## config.mk

```make
export PLATFORM = sky130hd
export DESIGN_NAME = ex_stage_pipe
export DESIGN_NICKNAME = d
export VERILOG_FILES = /design/src/rtl/ex_stage_pipe.sv
export SDC_FILE = /design/constraint.sdc
export NUM_CORES = 1
export LEC_CHECK = 0
export CORE_MARGIN = 2
export CORE_UTILIZATION = 30
export CTS_CLUSTER_DIAMETER = 200
export DETAILED_ROUTE_END_ITERATION = 12
export SLEW_MARGIN = 10
export SYNTH_ARGS = -nofsm -noshare
export SYNTH_HDL_FRONTEND = slang
export SYNTH_SLANG_ARGS = --single-unit
```

## constraint.sdc

```tcl
create_clock -name clk_i -period 3.3 [get_ports clk_i]
set_clock_uncertainty 0.05 [all_clocks]
set_input_delay 0.495 -clock clk_i [delete_from_list [all_inputs] [get_ports clk_i]]
set_output_delay 0.495 -clock clk_i [all_outputs]
set_load 0.01 [all_outputs]
```

## src/rtl/ex_stage_pipe.sv

```systemverilog
// rtl/ex_stage_pipe.sv - execute stage: ALU, branch compare, redirect with shadow discard,
// registered write-back and load/store queue writes.
module ex_stage_pipe #(
  parameter int C_XLEN   = 32,
  parameter int C_PC_INC = 4,
  parameter int C_SHADOW = 2
) (
  input  logic              clk_i,
  input  logic              resetb_i,
  input  logic              clk_en_i,
  input  logic              ids_dav_i,
  output logic              ids_ack_o,
  input  logic [1:0]        ids_zone_i,
  input  logic              ids_cond_i,
  input  logic              ids_jump_i,
  input  logic              ids_link_i,
  input  logic [C_XLEN-1:0] ids_pc_i,
  input  logic [C_XLEN-1:0] ids_operand_left_i,
  input  logic [C_XLEN-1:0] ids_operand_right_i,
  input  logic [C_XLEN-1:0] ids_regs1_data_i,
  input  logic [C_XLEN-1:0] ids_regs2_data_i,
  input  logic [3:0]        ids_alu_op_i,
  input  logic [4:0]        ids_regd_addr_i,
  input  logic [2:0]        ids_funct3_i,
  input  logic              lsq_lq_full_i,
  input  logic              lsq_sq_full_i,
  output logic              ids_regd_wr_o,
  output logic [4:0]        ids_regd_addr_o,
  output logic [C_XLEN-1:0] ids_regd_data_o,
  output logic              hvec_vec_strobe_o,
  output logic [C_XLEN-1:0] hvec_vec_o,
  output logic [C_XLEN-1:0] hvec_pc_o,
  output logic              lsq_lq_wr_o,
  output logic              lsq_sq_wr_o,
  output logic [2:0]        lsq_funct3_o,
  output logic [4:0]        lsq_regd_addr_o,
  output logic [C_XLEN-1:0] lsq_regs2_data_o,
  output logic [C_XLEN-1:0] lsq_addr_o
);

  localparam int SHW = (C_XLEN == 64) ? 6 : 5;
  localparam logic [1:0] ZONE_REGFILE = 2'd1;
  localparam logic [1:0] ZONE_LOADQ   = 2'd2;
  localparam logic [1:0] ZONE_STOREQ  = 2'd3;

  logic [C_XLEN-1:0] alu_res;
  logic [SHW-1:0]    shamt;
  logic              cmp_true;
  logic              in_shadow, lsq_block, xfer, exec, redirect;

  logic [2:0]        shadow_q, shadow_d;
  logic              regd_wr_q, regd_wr_d;
  logic [4:0]        regd_addr_q, regd_addr_d;
  logic [C_XLEN-1:0] regd_data_q, regd_data_d;
  logic              vec_strobe_q, vec_strobe_d;
  logic [C_XLEN-1:0] vec_q, vec_d;
  logic [C_XLEN-1:0] vec_pc_q, vec_pc_d;
  logic              lq_wr_q, lq_wr_d;
  logic              sq_wr_q, sq_wr_d;
  logic [2:0]        lsq_funct3_q, lsq_funct3_d;
  logic [4:0]        lsq_regd_addr_q, lsq_regd_addr_d;
  logic [C_XLEN-1:0] lsq_regs2_q, lsq_regs2_d;
  logic [C_XLEN-1:0] lsq_addr_q, lsq_addr_d;

  assign shamt = ids_operand_right_i[SHW-1:0];

  always_comb begin
    alu_res = '0;
    case (ids_alu_op_i)
      4'd0: alu_res = ids_operand_left_i + ids_operand_right_i;
      4'd1: alu_res = ids_operand_left_i - ids_operand_right_i;
      4'd2: alu_res = ids_operand_left_i & ids_operand_right_i;
      4'd3: alu_res = ids_operand_left_i | ids_operand_right_i;
      4'd4: alu_res = ids_operand_left_i ^ ids_operand_right_i;
      4'd5: alu_res = {{(C_XLEN-1){1'b0}},
                       ($signed(ids_operand_left_i) < $signed(ids_operand_right_i))};
      4'd6: alu_res = {{(C_XLEN-1){1'b0}}, (ids_operand_left_i < ids_operand_right_i)};
      4'd7: alu_res = ids_operand_left_i << shamt;
      4'd8: alu_res = ids_operand_left_i >> shamt;
      4'd9: alu_res = $unsigned($signed(ids_operand_left_i) >>> shamt);
      default: alu_res = '0;
    endcase
  end

  always_comb begin
    cmp_true = 1'b0;
    case (ids_funct3_i)
      3'b000: cmp_true = (ids_regs1_data_i == ids_regs2_data_i);
      3'b001: cmp_true = (ids_regs1_data_i != ids_regs2_data_i);
      3'b100: cmp_true = ($signed(ids_regs1_data_i) <  $signed(ids_regs2_data_i));
      3'b101: cmp_true = ($signed(ids_regs1_data_i) >= $signed(ids_regs2_data_i));
      3'b110: cmp_true = (ids_regs1_data_i <  ids_regs2_data_i);
      3'b111: cmp_true = (ids_regs1_data_i >= ids_regs2_data_i);
      default: cmp_true = 1'b0;
    endcase
  end

  // Shadow instructions are discarded, so a full queue must not stall them.
  assign in_shadow = (shadow_q != 3'd0);
  assign lsq_block = ~in_shadow & (((ids_zone_i == ZONE_LOADQ) & lsq_lq_full_i) |
                                   ((ids_zone_i == ZONE_STOREQ) & lsq_sq_full_i));
  assign ids_ack_o = clk_en_i & ~lsq_block;
  assign xfer      = ids_dav_i & ids_ack_o;
  assign exec      = xfer & ~in_shadow;
  assign redirect  = ids_jump_i | (ids_cond_i & cmp_true);

  always_comb begin
    shadow_d        = shadow_q;
    regd_wr_d       = regd_wr_q;
    regd_addr_d     = regd_addr_q;
    regd_data_d     = regd_data_q;
    vec_strobe_d    = vec_strobe_q;
    vec_d           = vec_q;
    vec_pc_d        = vec_pc_q;
    lq_wr_d         = lq_wr_q;
    sq_wr_d         = sq_wr_q;
    lsq_funct3_d    = lsq_funct3_q;
    lsq_regd_addr_d = lsq_regd_addr_q;
    lsq_regs2_d     = lsq_regs2_q;
    lsq_addr_d      = lsq_addr_q;
    if (clk_en_i) begin
      regd_wr_d    = 1'b0;
      vec_strobe_d = 1'b0;
      lq_wr_d      = 1'b0;
      sq_wr_d      = 1'b0;
      if (xfer && in_shadow) begin
        shadow_d = shadow_q - 3'd1;
      end
      if (exec) begin
        regd_wr_d   = (ids_zone_i == ZONE_REGFILE) && (ids_regd_addr_i != 5'd0);
        regd_addr_d = ids_regd_addr_i;
        regd_data_d = ids_link_i ? (ids_pc_i + C_XLEN'(C_PC_INC)) : alu_res;
        if (redirect) begin
          shadow_d     = 3'(C_SHADOW);
          vec_strobe_d = 1'b1;
          vec_d        = {alu_res[C_XLEN-1:1], 1'b0};
          vec_pc_d     = ids_pc_i;
        end
        if ((ids_zone_i == ZONE_LOADQ) || (ids_zone_i == ZONE_STOREQ)) begin
          lq_wr_d         = (ids_zone_i == ZONE_LOADQ);
          sq_wr_d         = (ids_zone_i == ZONE_STOREQ);
          lsq_funct3_d    = ids_funct3_i;
          lsq_regd_addr_d = ids_regd_addr_i;
          lsq_regs2_d     = ids_regs2_data_i;
          lsq_addr_d      = alu_res;
        end
      end
    end
  end

  always_ff @(posedge clk_i or negedge resetb_i) begin
    if (!resetb_i) begin
      shadow_q        <= '0;
      regd_wr_q       <= 1'b0;
      regd_addr_q     <= '0;
      regd_data_q     <= '0;
      vec_strobe_q    <= 1'b0;
      vec_q           <= '0;
      vec_pc_q        <= '0;
      lq_wr_q         <= 1'b0;
      sq_wr_q         <= 1'b0;
      lsq_funct3_q    <= '0;
      lsq_regd_addr_q <= '0;
      lsq_regs2_q     <= '0;
      lsq_addr_q      <= '0;
    end else begin
      shadow_q        <= shadow_d;
      regd_wr_q       <= regd_wr_d;
      regd_addr_q     <= regd_addr_d;
      regd_data_q     <= regd_data_d;
      vec_strobe_q    <= vec_strobe_d;
      vec_q           <= vec_d;
      vec_pc_q        <= vec_pc_d;
      lq_wr_q         <= lq_wr_d;
      sq_wr_q         <= sq_wr_d;
      lsq_funct3_q    <= lsq_funct3_d;
      lsq_regd_addr_q <= lsq_regd_addr_d;
      lsq_regs2_q     <= lsq_regs2_d;
      lsq_addr_q      <= lsq_addr_d;
    end
  end

  assign ids_regd_wr_o     = regd_wr_q;
  assign ids_regd_addr_o   = regd_addr_q;
  assign ids_regd_data_o   = regd_data_q;
  assign hvec_vec_strobe_o = vec_strobe_q;
  assign hvec_vec_o        = vec_q;
  assign hvec_pc_o         = vec_pc_q;
  assign lsq_lq_wr_o       = lq_wr_q;
  assign lsq_sq_wr_o       = sq_wr_q;
  assign lsq_funct3_o      = lsq_funct3_q;
  assign lsq_regd_addr_o   = lsq_regd_addr_q;
  assign lsq_regs2_data_o  = lsq_regs2_q;
  assign lsq_addr_o        = lsq_addr_q;

endmodule
```

==> impl_metrics.env <==
export IMPL_clock_latency_ns=0.46
export IMPL_diodes=0
export IMPL_antenna_found_initial=1
export IMPL_synth_edf_count=0
export IMPL_syn_inst=2040
export IMPL_rsz0062_at_grt="true"
export IMPL_fp_dieH_um=242.8
export IMPL_synth_warnings=0
export IMPL_grt_max_degree=86
export IMPL_drc=0
export IMPL_ys_ff_latch=179
export IMPL_grt_overflow=0
export IMPL_power_total_mw=12.81
export IMPL_clk_pin_slew_ns=0.09
export IMPL_final_util_pct=49.88
export IMPL_ctsHtreeMaxLevel=4
export IMPL_r2r_start="shadow_q[0]"
export IMPL_die_area_um2=58930
export IMPL_synth_common_cells="nand2_1 (226), nor2_1 (186), dfrtp_1 (179)"
export IMPL_hp_class="in2async"
export IMPL_vias=20000
export IMPL_instances_no_fill=3647
export IMPL_crit_fanout=6
export IMPL_die_width_um=242.8
export IMPL_yosysTopAreaCell="dfrtp_1"
export IMPL_drtIter0Drc=1798
export IMPL_ir_drop_mv=0.4884
export IMPL_place_congestion=0.9852
export IMPL_dp_cells=3587
export IMPL_period_minus_slack_ns=3.288
export IMPL_syn_num_nets=2357
export IMPL_power_density_nw_per_um2=455.5
export IMPL_drt_wl_total_mm=90.81
export IMPL_cts_tree="yes"
export IMPL_row_count=87
export IMPL_setup_violations=0
export IMPL_cp_arrival_ns=3.58
export IMPL_crit_chain="clkdlybuf4s50_1 > buf_4 > buf_4 > mux4_2 > mux4_2 > o21ai_2 > a2bb2oi_2 > nor3_2 > o41ai_1 > or3_1 > o21ai_2 > buf_4 > o221ai_1"
export IMPL_port_buffers=359
export IMPL_start_kind="input port"
export IMPL_synth_top_area_share_pct=26.19
export IMPL_drt_pre_antenna_iters=6
export IMPL_fin_crit_sh_pct=99.65
export IMPL_boundaryPins=361
export IMPL_ys_top_cells_by_area="dfrtp_1 (26%), ha_1 (9.7%), mux4_2 (6.2%)"
export IMPL_area_growth_pct=64.45
export IMPL_static_leakage_power_nw=12.84
export IMPL_initial_utilization_pct=30.33
export IMPL_postCtsHoldBufs=0
export IMPL_cts_root_buf="clkbuf_16"
export IMPL_yosysMostFrequentCell="nand2_1"
export IMPL_fmax_ghz=0.3041
export IMPL_end_kind="flip-flop"
export IMPL_wire_per_inst_um=24.90
export IMPL_slew_viol_final=0
export IMPL_cpPeakStageDelay_ns=0.57
export IMPL_ant_nets=0
export IMPL_reg2reg_to="hvec_pc_o[18]"
export IMPL_drive_gt1_share_pct=35.84
export IMPL_relSlewSlack_pct=43.80
export IMPL_crit_type="in2reg"
export IMPL_cts_max_path_buffers=2
export IMPL_r2r_cells=9
export IMPL_maxCapViolations=0
export IMPL_required_ns=3.59
export IMPL_status="finished, final reports clean"
export IMPL_ff2ff_setup_slack_ns=0.67
export IMPL_cts_buffers=17
export IMPL_worst_pin_slew_ns=0.8430
export IMPL_routed_via_density=5.484
export IMPL_cp_num_buf_inv=4
export IMPL_cts_num_sinks=179
export IMPL_grt_pass1_vias=19960
export IMPL_seq_area_frac_synth_pct=26.19
export IMPL_cpMostUsedCell="buf_4"
export IMPL_synthesis_area_um2=17100
export IMPL_ys_flop_type="dfrtp_1"
export IMPL_core_area_um2=56390
export IMPL_grtUsageTotal_pct=29.91
export IMPL_async_flop_share_pct=100.0
export IMPL_critPathTopFamily="multiplexers"
export IMPL_hold_violations=0
export IMPL_grt_pass1_wl_mm=132.2
export IMPL_synth_avg_cell_area_um2=8.384
export IMPL_synth_distinct_cells=98
export IMPL_place_hpwl_mm=72.48
export IMPL_cpMaxStageDelayCell="mux4_2"
export IMPL_finalNetCount=3195
[repair_timing]
action,4_1_cts,5_1_grt
setup endpoints to repair,113,113
pin swaps,61,73
resized for setup,173,215
cloned,3,1
buffers inserted,21,12
[worst register-to-register path: cells and delay by family (launching register included)]
kind | cells | cell delay, ns
adder cells (fa/ha/maj) | 1 | 0.21
AND/OR/NAND/NOR | 2 | 0.37
flip-flops | 1 | 0.38
buffers and inverters | 3 | 0.50
AO/OA/AOI/OAI | 2 | 0.66
multiplexers | 1 | 0.36
[sequential cells by signal (all words and copies together), names as in the netlist, 3 cells and up]
name and flops:
hvec_pc_o 32, lsq_addr_o 32, lsq_regs2_data_o 32, lsq_funct3_o 3, ids_regd_addr_o 5, lsq_regd_addr_o 5, hvec_vec_o 31, ids_regd_data_o 32
shadow_q 3
[metrics by stage]
step	worst slack [ns]	TNS [ns]	hold WS [ns]	instance area [um^2]
after CTS	-0.07854	-0.07854	0.05787	27260
after floorplan	-0.1417	-0.4713	0.1494	17400
after global routing	-0.05281	-0.6539	0.08409	28130
after global placement	-0.8888	-73.42	0.4068	25670
final	0.01159	0	0.04206	28130
after detailed placement	-0.9511	-76.84	0.4110	25670
[where the power goes]
| part | total [mW] | internal, mW | switching [mW] |
|---|---|---|---|
| clock | 2.15 | 1.05 | 1.10 |
| sequential | 3.69 | 3.13 | 0.555 |
| combinational | 6.98 | 3.68 | 3.29 |
[metal layers]
layer / wire [um] / track usage, % / up-vias
li1: - / - / 9146
met1: 40120 / 41.48 / 9916
met2: 41530 / 47.97 / 788
met3: 5609 / 3.859 / 151
met4: 3563 / 9.978 / 0
met5: 0 / 0 / -
[layout make-up]
cell class / instances / area (um^2)
clock inverters: 15 / 197.7
well taps: 756 / 945.9
multi-input cells: 1587 / 13070
repair buffers: 959 / 8492
flip-flops and latches: 179 / 4479
inverters: 134 / 519.2
fillers: 5416 / 28260
clock buffers: 17 / 425.4
[worst max path at each step]
| stage | endpoint | cells past startpoint | startpoint |
|---|---|---|---|
| after floorplan | ids_regd_data_o[30] | 15 | ids_operand_right_i[2] |
| after global placement | ids_regd_data_o[28] | 12 | ids_operand_left_i[13] |
| after detailed placement | ids_regd_data_o[30] | 13 | ids_operand_right_i[15] |
| after CTS | ids_regd_data_o[30] | 14 | ids_operand_left_i[8] |
| after global routing | ids_regd_data_o[31] | 13 | ids_operand_left_i[24] |
| final | ids_regd_data_o[31] | 13 | ids_operand_left_i[24] |
[cells by family after synthesis]
group	share of synthesized area [%]
compound gates	23.46
buf+inv	6.533
fa+ha+maj	9.891
xor+xnor	1.997
flops	26.19
simple gates	16.95
mux	14.95
other cells	0.02193
[cells in the final DEF, fill, tap and decap left out, drive strengths merged, types with 17 or more instances in the layout]
cell type and count:
a211oi 30, a21o 22, a21oi 134, a221oi 17
a22oi 21, a31oi 19, buf 604, clkbuf 19
clkdlybuf4s50 271, dfrtp 179, dlygate4sd2 27, dlymetal6s2s 53
ha 132, inv 141, mux2 86, mux2i 53
mux4 47, nand2 226, nand2b 25, nand3 39
nor2 186, nor2b 18, nor3 36, o211ai 23
o21ai 160, o221ai 24, o22ai 17, xnor2 21
xor2 18
No activity file was read; power rests on OpenSTA's default activity.
